File: src/rtl/calc_pkg.sv
// Shared definitions for the calculator datapath blocks.
//   state_t      : sequencer state encoding (IDLE / RUN / DONE)
//   N_DEFAULT    : default dividend / quotient width
//   M_DEFAULT    : default divisor / remainder width
package calc_pkg;

  localparam int unsigned N_DEFAULT = 8;
  localparam int unsigned M_DEFAULT = 4;

  typedef enum logic [1:0] {
    ST_IDLE = 2'd0,
    ST_RUN  = 2'd1,
    ST_DONE = 2'd2
  } state_t;

endpackage

File: src/rtl/div_step.sv
// One combinational restoring-division step.
// Ports:
//   r       (in,  M+1) current partial remainder
//   bit_in  (in,  1)   next dividend bit shifted in
//   divisor (in,  M)   divisor
//   r_next  (out, M+1) partial remainder after the step
//   q_bit   (out, 1)   quotient bit produced by the step
module div_step #(
  parameter int unsigned M = 4
) (
  input  logic [M:0]   r,
  input  logic         bit_in,
  input  logic [M-1:0] divisor,
  output logic [M:0]   r_next,
  output logic         q_bit
);

  // Trial value carries the full partial remainder; its top bits stay zero
  // because the remainder is always below the divisor, so this matches the
  // {r[M-1:0], bit_in} form while keeping every bit of r in the compare.
  logic [M+1:0] t;

  always_comb begin
    t      = {r, bit_in};
    q_bit  = (t >= {2'b00, divisor});
    r_next = q_bit ? (M+1)'(t - {2'b00, divisor}) : t[M:0];
  end

endmodule

File: src/rtl/seq_divider.sv
// Iterative restoring divider: one quotient bit per clock.
// Ports:
//   clk         (in)     system clock, rising edge
//   rst_n       (in)     synchronous active-low reset
//   start       (in)     request, accepted in IDLE or DONE
//   dividend    (in,  N) captured on accepted start
//   divisor     (in,  M) captured on accepted start
//   busy        (out)    high while an operation is running
//   done        (out)    one-cycle pulse when results become valid
//   quotient    (out, N) result, held until next completion
//   remainder   (out, M) result, held until next completion
//   div_by_zero (out)    set with results when divisor was zero
module seq_divider
  import calc_pkg::*;
#(
  parameter int unsigned N = N_DEFAULT,
  parameter int unsigned M = M_DEFAULT
) (
  input  logic         clk,
  input  logic         rst_n,
  input  logic         start,
  input  logic [N-1:0] dividend,
  input  logic [M-1:0] divisor,
  output logic         busy,
  output logic         done,
  output logic [N-1:0] quotient,
  output logic [M-1:0] remainder,
  output logic         div_by_zero
);

  localparam int unsigned CW = (N > 1) ? $clog2(N) : 1;
  localparam logic [CW-1:0] LAST = CW'(N - 1);

  state_t state, state_next;

  logic [N-1:0]  q_reg;
  logic [M:0]    r_reg;
  logic [M-1:0]  dvsr;
  logic [CW-1:0] count;

  logic          accept;
  logic          last_step;
  logic [M:0]    r_next;
  logic          q_bit;

  div_step #(.M(M)) u_step (
    .r       (r_reg),
    .bit_in  (q_reg[N-1]),
    .divisor (dvsr),
    .r_next  (r_next),
    .q_bit   (q_bit)
  );

  always_ff @(posedge clk) begin
    if (!rst_n) state <= ST_IDLE;
    else        state <= state_next;
  end

  always_comb begin
    state_next = state;
    accept     = 1'b0;
    last_step  = 1'b0;
    case (state)
      ST_IDLE, ST_DONE: begin
        if (start) begin
          accept     = 1'b1;
          state_next = (divisor == '0) ? ST_DONE : ST_RUN;
        end else if (state == ST_DONE) begin
          state_next = ST_IDLE;
        end
      end
      ST_RUN: begin
        if (count == LAST) begin
          last_step  = 1'b1;
          state_next = ST_DONE;
        end
      end
      default: state_next = ST_IDLE;
    endcase
  end

  // done is registered from the DONE state, so it appears one clock after
  // the state is entered and never combinationally from the inputs.
  always_ff @(posedge clk) begin
    if (!rst_n) begin
      q_reg       <= '0;
      r_reg       <= '0;
      dvsr        <= '0;
      count       <= '0;
      busy        <= 1'b0;
      done        <= 1'b0;
      quotient    <= '0;
      remainder   <= '0;
      div_by_zero <= 1'b0;
    end else begin
      busy <= (state_next == ST_RUN);
      done <= (state == ST_DONE);
      if (accept) begin
        if (divisor != '0) begin
          q_reg <= dividend;
          r_reg <= '0;
          dvsr  <= divisor;
          count <= '0;
        end else begin
          quotient    <= '1;
          remainder   <= '0;
          div_by_zero <= 1'b1;
        end
      end else if (state == ST_RUN) begin
        q_reg <= {q_reg[N-2:0], q_bit};
        r_reg <= r_next;
        count <= count + CW'(1);
        if (last_step) begin
          quotient    <= {q_reg[N-2:0], q_bit};
          remainder   <= r_next[M-1:0];
          div_by_zero <= 1'b0;
        end
      end
    end
  end

endmodule

File: config.mk
export PLATFORM = sky130hd
export DESIGN_NAME = seq_divider
export DESIGN_NICKNAME = d
export VERILOG_FILES = /design/src/rtl/calc_pkg.sv /design/src/rtl/div_step.sv /design/src/rtl/seq_divider.sv
export SDC_FILE = /design/constraint.sdc
export NUM_CORES = 1
export LEC_CHECK = 0
export BUFFER_PORTS_ARGS = -buffer_cell sky130_fd_sc_hd__buf_2
export CELL_PAD_IN_SITES_DETAIL_PLACEMENT = 1
export CELL_PAD_IN_SITES_GLOBAL_PLACEMENT = 1
export CORE_UTILIZATION = 36
export CTS_CLUSTER_DIAMETER = 200
export CTS_CLUSTER_SIZE = 8
export DETAILED_ROUTE_END_ITERATION = 6
export HOLD_SLACK_MARGIN = 0.08
export PLACE_DENSITY_LB_ADDON = 0.1
export SYNTH_ARGS = -nofsm -noshare
export SYNTH_HDL_FRONTEND = slang
export SYNTH_SLANG_ARGS = --single-unit
File: constraint.sdc
create_clock -name clk -period 1.95 [get_ports clk]
set_clock_uncertainty 0.05 [all_clocks]
set_input_delay 0.39 -clock clk [delete_from_list [all_inputs] [get_ports clk]]
set_output_delay 0.39 -clock clk [all_outputs]
set_load 0.02 [all_outputs]
== After elaboration in Yosys (flattened, before gate mapping) ==
Index checks and enable logic that the tools add are counted.

* Output and inout port bits: 15
* Logic and storage cells: 59
* Bits in registers: 37
* Input port bits: 15

* $lt $le $gt $ge: 1
* Eq/ne operators: 6
* Reduce and logical (&&, ||, !) cells: 9
* Add/sub/neg operators: 2
* Muxes and demuxes: 31

{| class="wikitable"
|+ Operators with widths
! cell !! number
|-
| two-way mux 8 bit || 7
|-
| two-way mux 5 bit || 4
|-
| two-way mux 4 bit || 4
|-
| two-way mux 3 bit || 3
|-
| two-way mux 1 bit || 8
|-
| two-way mux 2 bit || 4
|-
| greater-or-equal comparator 6 x 4 -> 1 bit || 1
|-
| subtractor 5 x 4 -> 5 bit || 1
|-
| equality test 2 x 1 -> 1 bit, second input constant || 2
|-
| logical NOT 4 bit || 1
|-
| one-hot mux 2 bit (2 select lines) || 1
|-
| AND reduction 2 bit || 2
|-
| nonzero test 2 bit || 2
|-
| nonzero test 4 bit || 1
|-
| adder 3 x 1 -> 3 bit, second input constant || 1
|-
| equality test 3 bit, second input constant || 1
|-
| AND reduction 3 bit || 1
|-
| equality test 2 bit, second input constant || 1
|-
| logical NOT 2 bit || 1
|-
| != test 2 x 1 -> 1 bit, second input constant || 1
|-
| != test 2 bit, second input constant || 1
|-
| OR reduction 2 bit || 1
|}

== Depth between registers and ports, before layout ==
* Word-level depth: 6
* Mapped depth: 8
* Mapped depth without buffers: 7

== Hierarchy ==
A second synthesis with hierarchy kept.

* Cell total of the unflattened synthesis: 201
* Area total of the unflattened synthesis: 1814.2 um^2

{| class="wikitable"
|+ Modules (own cells, without submodules)
! module !! sequential area each (um^2) !! instances !! cells each !! area an instance (um^2)
|-
| seq_divider || 740.7 || 1 || 172 || 1580.3
|-
| div_step || 0.0 || 1 || 29 || 234.0
|}

== Least setup slack after synthesis ==
Ideal clock, no wire load.

* Path kind: register to register
* Start: register q_reg[7]
* End: register r_reg[2]
* Arrival time: 1.805 ns
* Setup time: 0.087 ns
* Path buffers: 0
* Cell stages (with the launch flop): 8
* Period minus slack after synthesis: 1.942 ns
* Data required time: 1.813 ns
* Slack: 0.008 ns
* Path through: dfxtp_1 -> inv_1 -> ha_1 -> fa_1 -> nand2b_1 -> a21oi_1 -> nor3_1 -> o31ai_1

* Word-level cells in the longest chain between the ends: 4
* Elaborated cells on any way between the ends: 5
* Those cells by class: add/sub: 1; order compare: 1; mux: 3

{| class="wikitable"
|+ RTL lines
! what !! RTL line !! text
|-
| start, declared || seq_divider.sv:36 || <nowiki>logic [N-1:0] q_reg;</nowiki>
|-
| start signal, assigned || seq_divider.sv:100 || <nowiki>q_reg <= dividend;</nowiki>
|-
| start signal, assigned || seq_divider.sv:110 || <nowiki>q_reg <= {q_reg[N-2:0], q_bit};</nowiki>
|-
| subtractor 5 x 4 -> 5 bit or greater-or-equal comparator 6 x 4 -> 1 bit (tied branches) || div_step.sv:26, div_step.sv:25 ||
|-
| two-way mux 5 bit * || div_step.sv:26 || <nowiki>r_next = q_bit ? (M+1)'(t - {2'b00, divisor}) : t[M:0];</nowiki>
|-
| two-way mux 5 bit * || seq_divider.sv:109 || <nowiki>end else if (state == ST_RUN) begin</nowiki>
|-
| two-way mux 5 bit * || seq_divider.sv:98 || <nowiki>if (accept) begin</nowiki>
|-
| end signal, assigned || seq_divider.sv:111 || <nowiki>r_reg <= r_next;</nowiki>
|-
| end, declared || seq_divider.sv:37 || <nowiki>logic [M:0] r_reg;</nowiki>
|}

Every way passes the cells marked *; elsewhere a longest branch is shown, timed or not. The select of a mux whose other input is x is not followed.
A chain may end at the register's enable or synchronous reset.

== Final worst setup path ==
* Start: register dvsr[1]
* End: register r_reg[3]

* Word-level cells in the longest chain between the ends: 4
* Elaborated cells on any way between the ends: 5
* Those cells by class: add/sub: 1; order compare: 1; mux: 3

{| class="wikitable"
|+ RTL lines
! what !! RTL line !! text
|-
| start, declared || seq_divider.sv:38 || <nowiki>logic [M-1:0] dvsr;</nowiki>
|-
| start signal, assigned || seq_divider.sv:102 || <nowiki>dvsr <= divisor;</nowiki>
|-
| subtractor 5 x 4 -> 5 bit or greater-or-equal comparator 6 x 4 -> 1 bit (tied branches) || div_step.sv:26, div_step.sv:25 ||
|-
| two-way mux 5 bit * || div_step.sv:26 ||
|-
| two-way mux 5 bit * || seq_divider.sv:109 ||
|-
| two-way mux 5 bit * || seq_divider.sv:98 ||
|}

Marked as above.

==> results.ini <==
[floorplan]
rows = 24
chipWidth_um = 71.4
die-height_um = 71.4
die-area_um2 = 5100
io_pins = 30
core_area_um2 = 4500
start_util_pct = 38.5

[pwr]
power_density_nw_per_um2 = 914
intPower_uw = 1410
power_frac_clock_pct = 34.2
power_uw = 1990
p_sw_uw = 584
ir_drop_uv = 358
p_seq_share_pct = 42.3
p_leak_uw = 0.000903
swShare_pct = 29.4
p_comb_share_pct = 23.5

[grt]
grtUsageTotal_pct = 20.5
grt_pass1_wl_um = 8070
antenna_found_initial = 0
overflow = 0
grt_pass1_vias = 1662
grt_max_degree = 22

[routing]
routed_wl_um = 5010
drt_iter0_markers = 80
drc = 5
post_drt_wl_per_cell_um = 16.5
drt-pass1-iter-count = 7
vias = 1697
vias_per_cell = 5.58
antenna_left = 0

[yosys]
avgSynthCellArea_um2 = 8.25
syn_inst = 210
synth_nets = 232
synth_adder_area_share_pct = 5.49
synthXorXnorAreaFrac_pct = 1.01
synth_compound_area_share_pct = 22.4
ys_warn_count = 0
synthMuxAreaShare_pct = 0
synth.distinct_cells = 41
synth_seq_area_share_pct = 42.7
synthArstFlopShare_pct = 0
yosysTopAreaCell = dfxtp_1
ys_ff_latch = 37
synthSimpleGateAreaFrac_pct = 23.3
synth_top_cell_area_share_pct = 42.7
synth_area_leaders = dfxtp_1 (43%), nor2_1 (5.4%), a21oi_1 (4.6%)
netlist_area_um2 = 1730
ys.flop_type = dfxtp_1
synth-edff-count = 0
synth_top_family_by_area = simple AND/OR/NAND/NOR gates

[cts]
cts_hold_buffers = 0
clock_latency_ps = 280
cts_tree = built
path_clk_slew_ps = 80
clockBufferDepth = 2
htreeDepth = 2
cts-root-buf = clkbuf_8
clkSinkCount = 37
cts_made_buffers = 5

[timing]
finalMaxSlewViolations = 0
period_share_pct = 97.0
relSlewSlack_pct = 63.5
setup_violations = 0
worst_pin_slew_ps = 547
period_minus_slack_ps = 1890
fmax_mhz = 529
hold_viol = 0
setup_tns_ps = 0
holdWs_ps = 311

[worst_setup_path]
crit_required_ps = 2100
worstSetupStartpointType = register
max_stage_delay_ps = 400
crit_arrival_ps = 2040
path_max_fanout = 7
worstSetupPathType = register to register
cp_top_family = simple AND/OR/NAND/NOR gates
endpoint_kind = register
cpMaxStageDelayCell = or3_4
path_buf_inv = 1
crit_path_cell_trace = inv_1 > ha_1 > and4_1 > or3_4 > o31a_1 > o31ai_1

[place]
io_buffers = 29
placed_cells = 293
hpwl_um = 3770
globalplace.congestion = 0.830

[run_status]
violations = design-rule violations
outcome = finished with violations

[finish]
finalNetCount = 273
fin_cells = 304
antenna_cells = 0
fin_util_pct = 48.4
layout-drive-gt1-share_pct = 27.4
area_delta_synth_final_pct = 25.7
fill_cells = 558

[worst_hold_path]
min_path_type = primary input to register

[flow_run]
maxCapViolations = 0

## cell families after synthesis
group           Yosys count
xor+xnor                  2
flops                    37
simple gates             84
buf+inv                  22
compound gates           58
fa+ha+maj                 7
## Yosys cell counts, types with 3 or more instances
cell      instances
o31ai_1           6
nand4_1           5
ha_1              6
dfxtp_1          37
a22oi_1           4
nand2b_1          3
nor3_1            5
nand3_1          11
buf_2             3
a21oi_1          16
inv_1             9
and3_1            3
clkbuf_1          8
nand2_1          21
o21ai_0           9
nor2_1           25
a311oi_1          8
## cells in the final DEF (no fill, tap or decap), types with 2 or more instances in the layout
cell,instances
nor2b_1,2
dfxtp_1,35
xnor2_1,2
nand4_1,5
a31oi_1,2
a32oi_1,2
nor3_2,2
a311oi_1,8
inv_1,9
ha_1,5
nand2b_1,3
clkbuf_8,6
a21oi_2,2
buf_4,18
a21oi_1,15
buf_2,29
nand2_1,21
dfxtp_2,2
o21ai_0,9
a22oi_1,4
nor3_1,3
o31ai_1,6
a211o_1,2
nand3_1,11
nor2_1,25
and3_1,3
## final timing paths
kind                                 start                  endpoint  slack [ps]  cells after the start
setup / recovery      dvsr[1]$_SDFFE_PN0P_     r_reg[3]$_SDFFE_PN0P_          60                      6
setup reg to reg      dvsr[1]$_SDFFE_PN0P_     r_reg[3]$_SDFFE_PN0P_          60                      6
hold / removal                 dividend[4]     q_reg[4]$_SDFFE_PN0P_         310                      3
hold reg to reg   div_by_zero$_SDFFE_PN0P_  div_by_zero$_SDFFE_PN0P_         410                      2
## per-layer routing
metal  GRT usage (%)  wire (µm)  vias to the layer above
li1                -          -                      840
met1            27.1       2380                      815
met3            3.52        162                        7
met5               0          0                        -
met4            7.33         70                        0
met2            33.8       2400                       35
## cell type report
| class | count | area [µm²] | area share (%) |
|---|---|---|---|
| repair buffers | 47 | 280 | 12.9 |
| clock buffers | 7 | 86.3 | 3.96 |
| well taps | 52 | 65.1 | 2.99 |
| inverters | 9 | 33.8 | 1.55 |
| clock inverters | 1 | 30.0 | 1.38 |
| multi-input cells | 151 | 940 | 43.1 |
| flip-flops and latches | 37 | 743 | 34.1 |
## worst register-to-register path: stages, from the launching register on
cell and delay, ps:
dfxtp_2 370, inv_1 60, ha_1 290, and4_1 260, or3_4 400, o31a_1 310
o31ai_1 70
## power by group through the flow
stage               logic [µW]  clock network, µW  registers, µW
floorplan                  276                  0            851
global placement           411                  0            851
detailed placement         425                  0            856
CTS                        437                695            839
global route               519                723            847
finish                     468                680            841
## through the flow
| step | worst slack [ps] | cell area, µm² |
|---|---|---|
| final | 58.0 | 2180 |
| after global routing | -16.4 | 2180 |
| after CTS | 8.56 | 2130 |
| after detailed placement | -46.3 | 2000 |
| after global placement | -8.14 | 2000 |
| after floorplan | 8.14 | 1730 |
## repair_timing
action | 4_1_cts | 5_1_grt
setup endpoints to repair | 3 | 13
pin swaps | 0 | 4
endpoints found under the hold margin | 0 | 0
resized for setup | 2 | 10
cloned | 0 | 0
buffers inserted | 0 | 3
No activity file was read; power rests on OpenSTA's default activity.
